--- config.mk ---
export PLATFORM = sky130hd
export DESIGN_NAME = tpu_result_drain_flat
export DESIGN_NICKNAME = d
export VERILOG_FILES = /design/src/rtl/tpu_result_drain_pkg.sv /design/src/rtl/tpu_result_drain_if.sv /design/src/rtl/tpu_fifo2.sv /design/src/rtl/tpu_result_drain.sv /design/src/flat_wrapper.sv
export SDC_FILE = /design/constraint.sdc
export NUM_CORES = 1
export LEC_CHECK = 0
export CAP_MARGIN = 10
export CORE_MARGIN = 5
export CORE_UTILIZATION = 55
export DETAILED_ROUTE_END_ITERATION = 16
export MAX_ROUTING_LAYER = met4
export PLACE_DENSITY = 0.92
export SYNTH_ARGS = -nofsm -noshare
export SYNTH_HDL_FRONTEND = slang
export SYNTH_SLANG_ARGS = --single-unit
--- constraint.sdc ---
create_clock -name clk_i -period 32.6 [get_ports clk_i]
set_input_delay 8.15 -clock clk_i [delete_from_list [all_inputs] [get_ports clk_i]]
set_output_delay 8.15 -clock clk_i [all_outputs]
set_load 0.02 [all_outputs]
--- src/rtl/tpu_result_drain_pkg.sv ---
// Shared widths, FIFO depth and FSM state encoding for the TPU result-drain block.
package tpu_result_drain_pkg;

    localparam int ADDR_WIDTH = 12;
    localparam int WORD_WIDTH = 256;
    localparam int FIFO_D     = 2;

    typedef enum logic [1:0] {
        S_IDLE  = 2'd0,
        S_READ  = 2'd1,
        S_DRAIN = 2'd2,
        S_DONE  = 2'd3
    } drain_state_e;

endpackage

--- src/rtl/tpu_result_drain_if.sv ---
// Valid/ready row stream from the result drain toward the PS-side DMA.
interface tpu_result_drain_if
    import tpu_result_drain_pkg::*;
#(
    parameter int WORD_W = WORD_WIDTH
);
    logic [WORD_W-1:0] tdata;
    logic              tvalid;
    logic              tlast;
    logic              tready;

    modport master (output tdata, output tvalid, output tlast, input tready);
    modport slave  (input tdata, input tvalid, input tlast, output tready);
endinterface

--- src/rtl/tpu_fifo2.sv ---
// Two-entry synchronous FIFO; a push into a full FIFO is honoured when a pop happens in the same cycle.
module tpu_fifo2 #(
    parameter int WIDTH = 256
) (
    input  logic             clk_i,
    input  logic             rst_i,
    input  logic             push,
    input  logic [WIDTH-1:0] din,
    input  logic             pop,
    output logic [WIDTH-1:0] dout,
    output logic             full,
    output logic             empty
);
    logic [WIDTH-1:0] mem [2];
    logic             wr_ptr;
    logic             rd_ptr;
    logic [1:0]       count;
    logic             do_push;
    logic             do_pop;

    assign do_pop  = pop & ~empty;
    assign do_push = push & (~full | do_pop);

    // NOTE: state and storage use non-blocking assignments so every reader in this
    // clock edge sees pre-edge values; the two entries are reset because the stream
    // data output must read 0 out of reset.
    always_ff @(posedge clk_i or posedge rst_i) begin
        if (rst_i) begin
            mem[0] <= '0;
            mem[1] <= '0;
            wr_ptr <= 1'b0;
            rd_ptr <= 1'b0;
            count  <= 2'd0;
        end else begin
            if (do_push) begin
                mem[wr_ptr] <= din;
                wr_ptr      <= ~wr_ptr;
            end
            if (do_pop) begin
                rd_ptr <= ~rd_ptr;
            end
            count <= count + {1'b0, do_push} - {1'b0, do_pop};
        end
    end

    assign full  = (count == 2'd2);
    assign empty = (count == 2'd0);
    assign dout  = mem[rd_ptr];
endmodule

--- src/rtl/tpu_result_drain.sv ---
// Reads result rows P[base..base+rows-1] from the P global buffer and streams them out
// on a valid/ready interface, never dropping or duplicating a row under backpressure.
module tpu_result_drain
    import tpu_result_drain_pkg::*;
#(
    parameter int ADDR_W = ADDR_WIDTH,
    parameter int WORD_W = WORD_WIDTH
) (
    input  logic              clk_i,
    input  logic              rst_i,
    input  logic              start_i,
    input  logic [ADDR_W-1:0] base_addr_i,
    input  logic [ADDR_W-1:0] rows_i,
    output logic              busy_o,
    output logic              done_o,
    output logic              enp_o,
    output logic              wep_o,
    output logic [ADDR_W-1:0] addrp_o,
    input  logic [WORD_W-1:0] wordp_i,
    tpu_result_drain_if.master m_axis
);
    localparam logic [ADDR_W-1:0] ADDR_ONE = ADDR_W'(1);

    drain_state_e      state;
    logic [ADDR_W-1:0] rows_q;
    logic [ADDR_W-1:0] addr_q;
    logic [ADDR_W-1:0] last_addr_q;
    logic [ADDR_W-1:0] issued_q;
    logic [ADDR_W-1:0] accepted_q;
    logic              rd_pending_q;
    logic              fifo_full;
    logic              fifo_empty;
    logic              pop;
    logic              room;

    tpu_fifo2 #(.WIDTH(WORD_W)) u_fifo (
        .clk_i (clk_i),
        .rst_i (rst_i),
        .push  (rd_pending_q),
        .din   (wordp_i),
        .pop   (pop),
        .dout  (m_axis.tdata),
        .full  (fifo_full),
        .empty (fifo_empty)
    );

    assign pop = ~fifo_empty & m_axis.tready;

    // occupancy - pop + inflight < FIFO_D, spelled out on the flags: crediting this
    // cycle's pop is what lets a read issue every cycle with ready held high.
    assign room = fifo_empty
                | (~rd_pending_q & (pop | ~fifo_full))
                | (pop & ~fifo_full);

    assign enp_o   = (state == S_READ) & room;
    assign wep_o   = 1'b0;
    assign addrp_o = enp_o ? addr_q : last_addr_q;

    assign m_axis.tvalid = ~fifo_empty;
    assign m_axis.tlast  = ~fifo_empty & (accepted_q == rows_q - ADDR_ONE);

    always_ff @(posedge clk_i or posedge rst_i) begin
        if (rst_i) begin
            state        <= S_IDLE;
            rows_q       <= '0;
            addr_q       <= '0;
            last_addr_q  <= '0;
            issued_q     <= '0;
            accepted_q   <= '0;
            rd_pending_q <= 1'b0;
            busy_o       <= 1'b0;
            done_o       <= 1'b0;
        end else begin
            rd_pending_q <= enp_o;
            done_o       <= 1'b0;

            if (enp_o) begin
                last_addr_q <= addr_q;
                addr_q      <= addr_q + ADDR_ONE;
                issued_q    <= issued_q + ADDR_ONE;
            end
            if (pop) begin
                accepted_q <= accepted_q + ADDR_ONE;
            end

            unique case (state)
                S_IDLE: begin
                    if (start_i) begin
                        rows_q     <= rows_i;
                        addr_q     <= base_addr_i;
                        issued_q   <= '0;
                        accepted_q <= '0;
                        if (rows_i != '0) begin
                            state  <= S_READ;
                            busy_o <= 1'b1;
                        end else begin
                            state  <= S_DONE;
                            done_o <= 1'b1;
                        end
                    end
                end
                S_READ: begin
                    if (enp_o && (issued_q == rows_q - ADDR_ONE)) begin
                        state <= S_DRAIN;
                    end
                end
                S_DRAIN: begin
                    if (pop && m_axis.tlast) begin
                        state  <= S_DONE;
                        busy_o <= 1'b0;
                        done_o <= 1'b1;
                    end
                end
                S_DONE: begin
                    state <= S_IDLE;
                end
                default: begin
                    state <= S_IDLE;
                end
            endcase
        end
    end
endmodule

--- src/flat_wrapper.sv ---
// flat-port wrapper written by rule: the top's interface ports become plain ports
module tpu_result_drain_flat import tpu_result_drain_pkg::*;
#(
    parameter int ADDR_W = ADDR_WIDTH,
    parameter int WORD_W = WORD_WIDTH
)
  (clk_i, rst_i, start_i, base_addr_i, rows_i, busy_o, done_o, enp_o, wep_o, addrp_o, wordp_i, m_axis_tdata, m_axis_tvalid, m_axis_tlast, m_axis_tready);
  tpu_result_drain_if #(.WORD_W(WORD_W)) m_axis_i ();
  input  logic clk_i;
  input  logic rst_i;
  input  logic start_i;
  input  logic [ADDR_W-1:0] base_addr_i;
  input  logic [ADDR_W-1:0] rows_i;
  output logic busy_o;
  output logic done_o;
  output logic enp_o;
  output logic wep_o;
  output logic [ADDR_W-1:0] addrp_o;
  input  logic [WORD_W-1:0] wordp_i;
  output wire logic [$bits(m_axis_i.tdata)-1:0] m_axis_tdata;
  output wire logic [$bits(m_axis_i.tvalid)-1:0] m_axis_tvalid;
  output wire logic [$bits(m_axis_i.tlast)-1:0] m_axis_tlast;
  input wire logic [$bits(m_axis_i.tready)-1:0] m_axis_tready;
  assign m_axis_tdata = m_axis_i.tdata;
  assign m_axis_tvalid = m_axis_i.tvalid;
  assign m_axis_tlast = m_axis_i.tlast;
  assign m_axis_i.tready = m_axis_tready;
  tpu_result_drain #(.ADDR_W(ADDR_W), .WORD_W(WORD_W)) u_core (.clk_i(clk_i), .rst_i(rst_i), .start_i(start_i), .base_addr_i(base_addr_i), .rows_i(rows_i), .busy_o(busy_o), .done_o(done_o), .enp_o(enp_o), .wep_o(wep_o), .addrp_o(addrp_o), .wordp_i(wordp_i), .m_axis(m_axis_i));
endmodule
==> impl_metrics.yaml, run 1 <==
timing:
  holdWs_ns: 0.4709
  finalCritPeriodShare_pct: 57.97
  slew_headroom_pct: 7.178
  worst_clock_skew_ns: 0.02428
  worst_pin_slew_ns: 1.392
  finalSetupViolCount: 0
  drv_slew: 0
  fmax_mhz: 52.92
  finalSetupTns_ns: 0
  period_needed_ns: 18.90
  fin_ws_ns: 13.70
  hold_viol: 0
  rsz0062_at_grt: "no"
outcome:
  status: "completed"
floorplanning:
  start_util_pct: 55.37
  pin_count: 558
  die_w_um: 226.0
  dieArea_mm2: 0.05109
  rows: 79
  chipHeight_um: 226.0
  coreArea_mm2: 0.04636
power:
  p_leak_nw: 14.36
  p_per_area_mw_per_mm2: 120.5
  swShare_pct: 35.96
  p_seq_share_pct: 31.9
  power_switching_mw: 1.469
  p_total_mw: 4.085
  ir_worst_vdd_uv: 97.72
  p_clk_share_pct: 18.0
  p_int_mw: 2.616
  p_comb_share_pct: 50.1
synthesis:
  yosys.cell_types.count: 49
  syn-cell-area_mm2: 0.02567
  avgSynthCellArea_um2: 14.19
  async_reset_ff_share_pct: 100.0
  synth-main-ff-cell: "dfrtp_1"
  synth_cells: 1809
  ys_ff_latch: 581
  yosysSeqAreaShare_pct: 56.64
  synth_edf_count: 0
  ys_warn_count: 0
  syn_nets: 2102
clock_tree:
  cts_root_buf: "clkbuf_16"
  cts_resized: 0
  ctsHtreeMaxLevel: 2
  cts_buffer_depth: 3
  cts_tree: "yes"
  clkTransAtPathRegs_ns: 0.06
  cts_made_buffers: 59
  holdBufCountCts: 0
  clock_latency_ns: 0.63
  cts_num_sinks: 581
  post-cts-setup-buffers: 0
detailed_routing:
  routed_wirelength_um: 70670
  drt-initial-drc-count: 991
  routedWlPerCell_um: 23.53
  viasPerCell: 5.652
  vias: 16979
  drt_pass1_iterations: 5
  drc: 0
  detail-route-antenna-nets: 0
layout:
  drive_above_1_share_pct: 37.57
  fin_util_pct: 73.12
  fin_nets: 2625
  finalNonFillerCells: 3004
  area_growth_pct: 32.05
  fin_area_mm2: 0.03390
run:
  cap_violations: 0
global_routing:
  overflow: 0
  grt_max_degree: 184
  first_global_vias: 19134
  antenna_found_initial: 15
  grt_pass1_wl_um: 109300
  grt.total_usage_pct: 27.97
placement:
  numPlacedInstances: 2878
  place_congestion: 0.9095
  portBuffers: 556
  place_area_mm2: 0.03172
  post-place-ws_ns: 13.78
  dp_hpwl_um: 47590
min_path:
  hold_class: "reg -> reg"
  worstHoldPathCells: 2
setup_path:
  worstRegToRegCells: 6
  cp-end-kind: "primary output"
  cp-start-kind: "primary input"
  worstSetupPathType: "in -> out"
  cp.arrival_ns: 10.75
  crit_required_ns: 24.45
  crit_path_max_fanout: 26
-- cell families after synthesis --
kind of cell    share of synthesized area (%)
compound gates                          1.341
mux                                     33.74
flops                                   56.64
other cells                           0.01461
xor+xnor                                2.086
simple gates                            3.943
fa+ha+maj                              0.4387
buf+inv                                 1.799
-- state kept, by name (all words and copies together), names as in the netlist, 2 cells and up --
| name | count |
|---|---|
| u_core.state | 2 |
| u_core.issued_q | 12 |
| u_core.last_addr_q | 12 |
| u_core.u_fifo.mem | 512 |
| u_core.rows_q | 12 |
| u_core.u_fifo.count | 2 |
| u_core.addr_q | 12 |
| u_core.accepted_q | 12 |
-- final timing paths --
kind | endpoint | start | slack [ns]
worst min-delay path | u_core.last_addr_q[10] | u_core.last_addr_q[10] | 0.47
min in group asynchronous | u_core.u_fifo.mem[228] | rst_i | 8.17
worst max register to register | u_core.u_fifo.mem[370] | u_core.u_fifo.count[0] | 28.28
worst max-delay path | addrp_o[4] | m_axis_tready | 13.70
worst min register to register | u_core.last_addr_q[10] | u_core.last_addr_q[10] | 0.47
max in group asynchronous | u_core.u_fifo.mem[354] | rst_i | 21.06
-- metal layers --
| metal | wire [um] | global-route usage, % |
|---|---|---|
| met5 | 0 | - |
| met3 | 6407 | 9.008 |
| met2 | 35440 | 46.32 |
| met1 | 25380 | 31.12 |
| met4 | 3443 | 12.52 |
-- synth_stat cells, drive strengths merged (4+ instances only) --
cell type / instances / area, um^2
a21oi: 10 / 50.05
and3: 9 / 56.30
buf: 4 / 26.28
clkbuf: 103 / 386.6
dfrtp: 581 / 14540
ha: 9 / 112.6
inv: 12 / 45.04
mux2: 769 / 8660
nand2: 109 / 409.1
nand2b: 4 / 25.02
nand3: 11 / 55.05
nand4: 12 / 75.07
nor2: 29 / 108.9
nor2b: 4 / 25.02
nor3: 9 / 45.04
nor4: 5 / 31.28
o211ai: 5 / 37.54
o21ai: 25 / 125.1
or2: 5 / 31.28
or3: 6 / 37.54
xnor2: 24 / 210.2
xor2: 32 / 280.3
-- power by group through the flow --
stage,clock network [mW],registers (mW),logic (mW)
3_5_place_dp,0,1.30,2.03
3_3_place_gp,0,1.26,1.98
5_1_grt,0.779,1.34,2.16
6_report,0.735,1.30,2.05
2_1_floorplan,0,1.21,1.29
4_1_cts,0.748,1.30,2.06
-- critical path: stages --
cell and delay, ns:
clkdlybuf4s50_1 0.55, nor2b_1 0.18, o211ai_1 0.11, buf_4 0.22, inv_1 0.65, nand2_1 0.16, nand2_1 0.12, clkdlybuf4s50_1 0.61
-- area by class of cell --
cell class / count / area (um^2)
Fill cell: 2811 / 12460
Antenna cell: 15 / 37.54
Timing Repair Buffer: 569 / 5688
Sequential cell: 581 / 14540
Inverter: 13 / 56.30
Clock inverter: 30 / 449.2
Clock buffer: 81 / 1690
Tap cell: 607 / 759.5
Multi-Input combinational cell: 1108 / 10670
-- layout by cell type, fill, tap and decap left out, types with 12 or more instances in the layout --
master,count
dfrtp_1,580
clkinv_2,14
nor2_1,29
o21ai_0,25
nand2_1,109
xnor2_1,24
diode_2,15
mux2_2,768
clkdlybuf4s50_1,556
xor2_1,32
clkbuf_16,60
nand4_1,12
Power figures use the tool's default switching activity.
==> inputs of run 2 (changes only) <==
CORE_UTILIZATION = 51   (was 55)
PLACE_DENSITY = 0.86   (was 0.92)
clock period = 18.7 ns   (was 32.6 ns; I/O delays follow)
==> impl_metrics.yaml, run 2 (synthesized netlist as in run 1, its figures left out) <==
setup_path:
  r2r-end: "u_core.state[1]"
  crit_path_max_fanout: 26
  cp.arrival_ns: 7.16
  rrSetupSlack_ns: 15.39
  r2r-start: "u_core.state[1]"
  worstRegToRegCells: 9
  cp-start-kind: "primary input"
  cp-end-kind: "primary output"
  crit_required_ns: 14.03
  worstSetupPathType: "in -> out"
layout:
  area_growth_pct: 31.84
  fillers: 3455
  layout_common_cells: "mux2_2, dfrtp_1, clkdlybuf4s50_1"
  final_common_cell: "mux2_2"
  finalNonFillerCells: 3071
  fin_area_mm2: 0.03384
  top_register: "u_core.u_fifo.mem"
  fin_nets: 2625
  drive_above_1_share_pct: 37.22
  largest_register_ffs: 512
power:
  p_per_area_mw_per_mm2: 205.3
  ir_worst_vdd_uv: 131.0
  p_total_mw: 6.946
  p_leak_nw: 14.28
clock_tree:
  clkTransAtPathRegs_ns: 0.06
  post-cts-setup-buffers: 0
  cts_num_sinks: 581
  holdBufCountCts: 0
  ctsHtreeMaxLevel: 2
  clock_latency_ns: 0.60
  cts_tree: "yes"
  cts_root_buf: "clkbuf_16"
  cts_buffer_depth: 3
  cts_made_buffers: 58
  cts_resized: 0
placement:
  post-place-ws_ns: 6.933
  place_area_mm2: 0.03183
  dp_hpwl_um: 46210
  numPlacedInstances: 2944
  portBuffers: 556
  place_congestion: 0.8778
timing:
  drv_slew: 0
  period_needed_ns: 11.84
  hold_viol: 0
  worst_clock_skew_ns: 0.01686
  fmax_mhz: 84.47
  finalCritPeriodShare_pct: 63.31
  finalSetupViolCount: 0
  worst_pin_slew_ns: 1.102
  rsz0062_at_grt: "no"
  fin_ws_ns: 6.861
  slew_headroom_pct: 26.56
  finalSetupTns_ns: 0
detailed_routing:
  detail-route-antenna-nets: 0
  routed_wirelength_um: 66380
  vias: 16550
  drt-initial-drc-count: 831
  viasPerCell: 5.389
  drt_pass1_iterations: 5
  drc: 0
  routedWlPerCell_um: 21.61
global_routing:
  first_global_vias: 18264
  antenna_found_initial: 15
  grt_pass1_wl_um: 101400
  grt.total_usage_pct: 24.10
  overflow: 0
  grt_max_degree: 186
floorplanning:
  dieArea_mm2: 0.05492
  rows: 82
  pin_count: 558
  chipHeight_um: 234.3
  start_util_pct: 51.37
  coreArea_mm2: 0.04997
  die_w_um: 234.3
outcome:
  status: "completed"
min_path:
  worstHoldPathCells: 2
  hold_class: "reg -> reg"
  hold_start: "u_core.last_addr_q[11]"
  min_to: "u_core.last_addr_q[11]"
run:
  cap_violations: 0
-- run 2: worst max-delay path, cell delays in order --
cell and delay (ns):
clkdlybuf4s50_1 0.52, nor2b_1 0.17, o211ai_1 0.10, buf_4 0.21, inv_1 0.60, nand2_1 0.16, nand2_1 0.11, clkdlybuf4s50_1 0.61
-- run 2: area by class of cell --
cell class,instances,area (um^2),area share (%)
Sequential cell,581,14540,42.97
Multi-Input combinational cell,1108,10670,31.54
Timing Repair Buffer,570,5720,16.90
Clock buffer,90,1732,5.117
Tap cell,672,840.8,2.485
Clock inverter,16,227.7,0.6729
Inverter,13,52.55,0.1553
Antenna cell,21,52.55,0.1553
-- run 2: how the worst max path moves through the flow --
stage / slack [ns] / depth (start not counted) / from / end
3_3_place_gp: 6.99 / 8 / m_axis_tready / addrp_o[2]
2_1_floorplan: 6.11 / 1 / rst_i / u_core.accepted_q[0]
3_5_place_dp: 6.93 / 8 / m_axis_tready / addrp_o[2]
5_1_grt: 6.68 / 8 / m_axis_tready / addrp_o[2]
4_1_cts: 6.88 / 8 / m_axis_tready / addrp_o[0]
6_report: 6.86 / 8 / m_axis_tready / addrp_o[2]
-- run 2: metrics by stage --
stage,util (%),hold slack [ns]
floorplan,-,0.4604
global placement,63.70,0.4585
detailed placement,63.70,0.4604
CTS,67.62,0.4752
global route,67.70,0.4962
finish,67.73,0.4723
-- run 2: metal layers --
layer	GRT usage (%)	up-vias	part of all wire, %
met3	7.543	134	8.2
li1	-	7478	-
met5	-	-	0
met2	39.20	501	50
met1	27.81	8437	38
met4	10.27	0	4.1
-- run 2: where the power goes --
part | switching [mW] | internal, mW | total (mW)
Clock | 0.483 | 0.703 | 1.19
Sequential | 0.357 | 1.88 | 2.24
Combinational | 1.63 | 1.89 | 3.52
Total | 2.47 | 4.47 | 6.95
==> inputs of run 3 (changes only) <==
CORE_UTILIZATION = 46   (was 51)
PLACE_DENSITY = 0.82   (was 0.86)
clock period = 10.6 ns   (was 18.7 ns; I/O delays follow)
==> impl_metrics.yaml, run 3 (synthesized netlist as in run 1, its figures left out) <==
timing:
  rsz0062_at_grt: "no"
  finalSetupTns_ns: 0
  slew_headroom_pct: 13.15
  period_needed_ns: 8.432
  fin_ws_ns: 2.168
  worst_pin_slew_ns: 1.303
  worst_clock_skew_ns: 0.01302
  hold_viol: 0
  drv_slew: 0
  finalSetupViolCount: 0
  holdWs_ns: 0.4777
  finalCritPeriodShare_pct: 79.55
  fmax_mhz: 118.6
detailed_routing:
  routedWlPerCell_um: 21.38
  vias: 16763
  detail-route-antenna-nets: 0
  drt-initial-drc-count: 771
  drc: 0
  viasPerCell: 5.328
  routed_wirelength_um: 67270
  drt_pass1_iterations: 6
floorplanning:
  rows: 86
  dieArea_mm2: 0.06062
  coreArea_mm2: 0.05520
  die_w_um: 246.2
  chipHeight_um: 246.2
  start_util_pct: 46.50
  pin_count: 558
setup_path:
  crit_path_max_fanout: 26
  cp.arrival_ns: 5.78
  crit_start: "m_axis_tready"
  worstSetupPathType: "in -> out"
  cp-end-kind: "primary output"
  crit_required_ns: 7.95
  cp-start-kind: "primary input"
  r2r-start: "u_core.state[1]"
global_routing:
  grt_max_degree: 188
  busiest_layer: "met2"
  antenna_found_initial: 15
  overflow: 0
  use_met1_pct: 25.27
  use_met3_pct: 6.845
  grt.total_usage_pct: 22.08
  first_global_vias: 18330
  grt_pass1_wl_um: 103900
  gr-usage-met2_pct: 37.08
power:
  p_leak_nw: 14.38
  p_per_area_mw_per_mm2: 364.3
  ir_worst_vdd_uv: 225.1
clock_tree:
  cts_buffer_depth: 3
  cts_resized: 0
  cts_num_sinks: 581
  ctsHtreeMaxLevel: 2
  holdBufCountCts: 0
  post-cts-setup-buffers: 0
  cts_root_buf: "clkbuf_16"
  cts_made_buffers: 60
  clkTransAtPathRegs_ns: 0.06
  cts_tree: "yes"
  clock_latency_ns: 0.61
placement:
  numPlacedInstances: 3018
  post-place-ws_ns: 2.247
  place_congestion: 0.8444
  dp_hpwl_um: 46350
  portBuffers: 556
layout:
  area_growth_pct: 32.95
  finalNonFillerCells: 3146
  top_register: "u_core.u_fifo.mem"
  layout_common_cells: "mux2_2, dfrtp_1, clkdlybuf4s50_1"
  fillers: 4077
  fin_nets: 2625
  seqCellArea_mm2: 0.01454
  largest_register_ffs: 512
  fin_util_pct: 61.82
  multiInputGateArea_mm2: 0.01067
  final_common_cell: "mux2_2"
  drive_above_1_share_pct: 37.62
min_path:
  hold_start: "u_core.last_addr_q[3]"
  hold_class: "reg -> reg"
run:
  cap_violations: 0
outcome:
  status: "completed"
==> run 3: cell types whose count changed in the layout (fill, tap and decap cells not counted) <==
cell,delta
clkbuf_1,-7
clkinv_2,+7
bufinv_16,+5
diode_2,-5
buf_4,-4
clkbuf_8,-3
buf_12,+2
clkbuf_16,+2
clkinvlp_4,+2
inv_16,+1
inv_6,-1
==> run 3: worst paths after layout <==
check / end / slack [ns] / depth (start not counted)
min in group asynchronous: u_core.u_fifo.mem[158] / 2.39 / 2
max: addrp_o[2] / 2.17 / 7
min: u_core.last_addr_q[3] / 0.48 / 2
max in group asynchronous: u_core.u_fifo.mem[95] / 6.25 / 4
min reg2reg: u_core.last_addr_q[3] / 0.48 / 2
max reg2reg: u_core.state[1] / 6.99 / 8
==> run 3: critical path: stages <==
cell,delay [ns]
clkdlybuf4s50_1,0.48
nor2b_1,0.16
o211ai_1,0.90
inv_1,0.72
nand2_1,0.25
nand2_1,0.08
clkdlybuf4s50_1,0.54
==> run 3: cell type report <==
class                           count  area share (%)
Sequential cell                   581           42.61
Multi-Input combinational cell   1108           31.27
Timing Repair Buffer              568           16.79
Clock buffer                       82           5.023
Tap cell                          748           2.742
Clock inverter                     30           1.287
Inverter                           13          0.1540
Antenna cell                       16          0.1173
==> run 3: metal layers <==
metal	part of all wire [%]	vias to the layer above
met1	38	8590
met4	3.7	0
met5	0	-
met3	8.2	153
li1	-	7471
met2	50	549
==> run 3: metrics by stage <==
stage                     total power, mW  cell area [um^2]
after global placement              9.985             31930
after floorplan                     7.687             25670
after detailed placement            10.21             31930
final                               12.43             34130
after CTS                           12.55             34090
after global routing                13.06             34120
==> run 3: power by group <==
part | switching, mW | total (mW) | internal, mW
clock network | 0.879 | 2.26 | 1.38
logic | 2.88 | 6.22 | 3.34
registers | 0.636 | 3.96 | 3.32
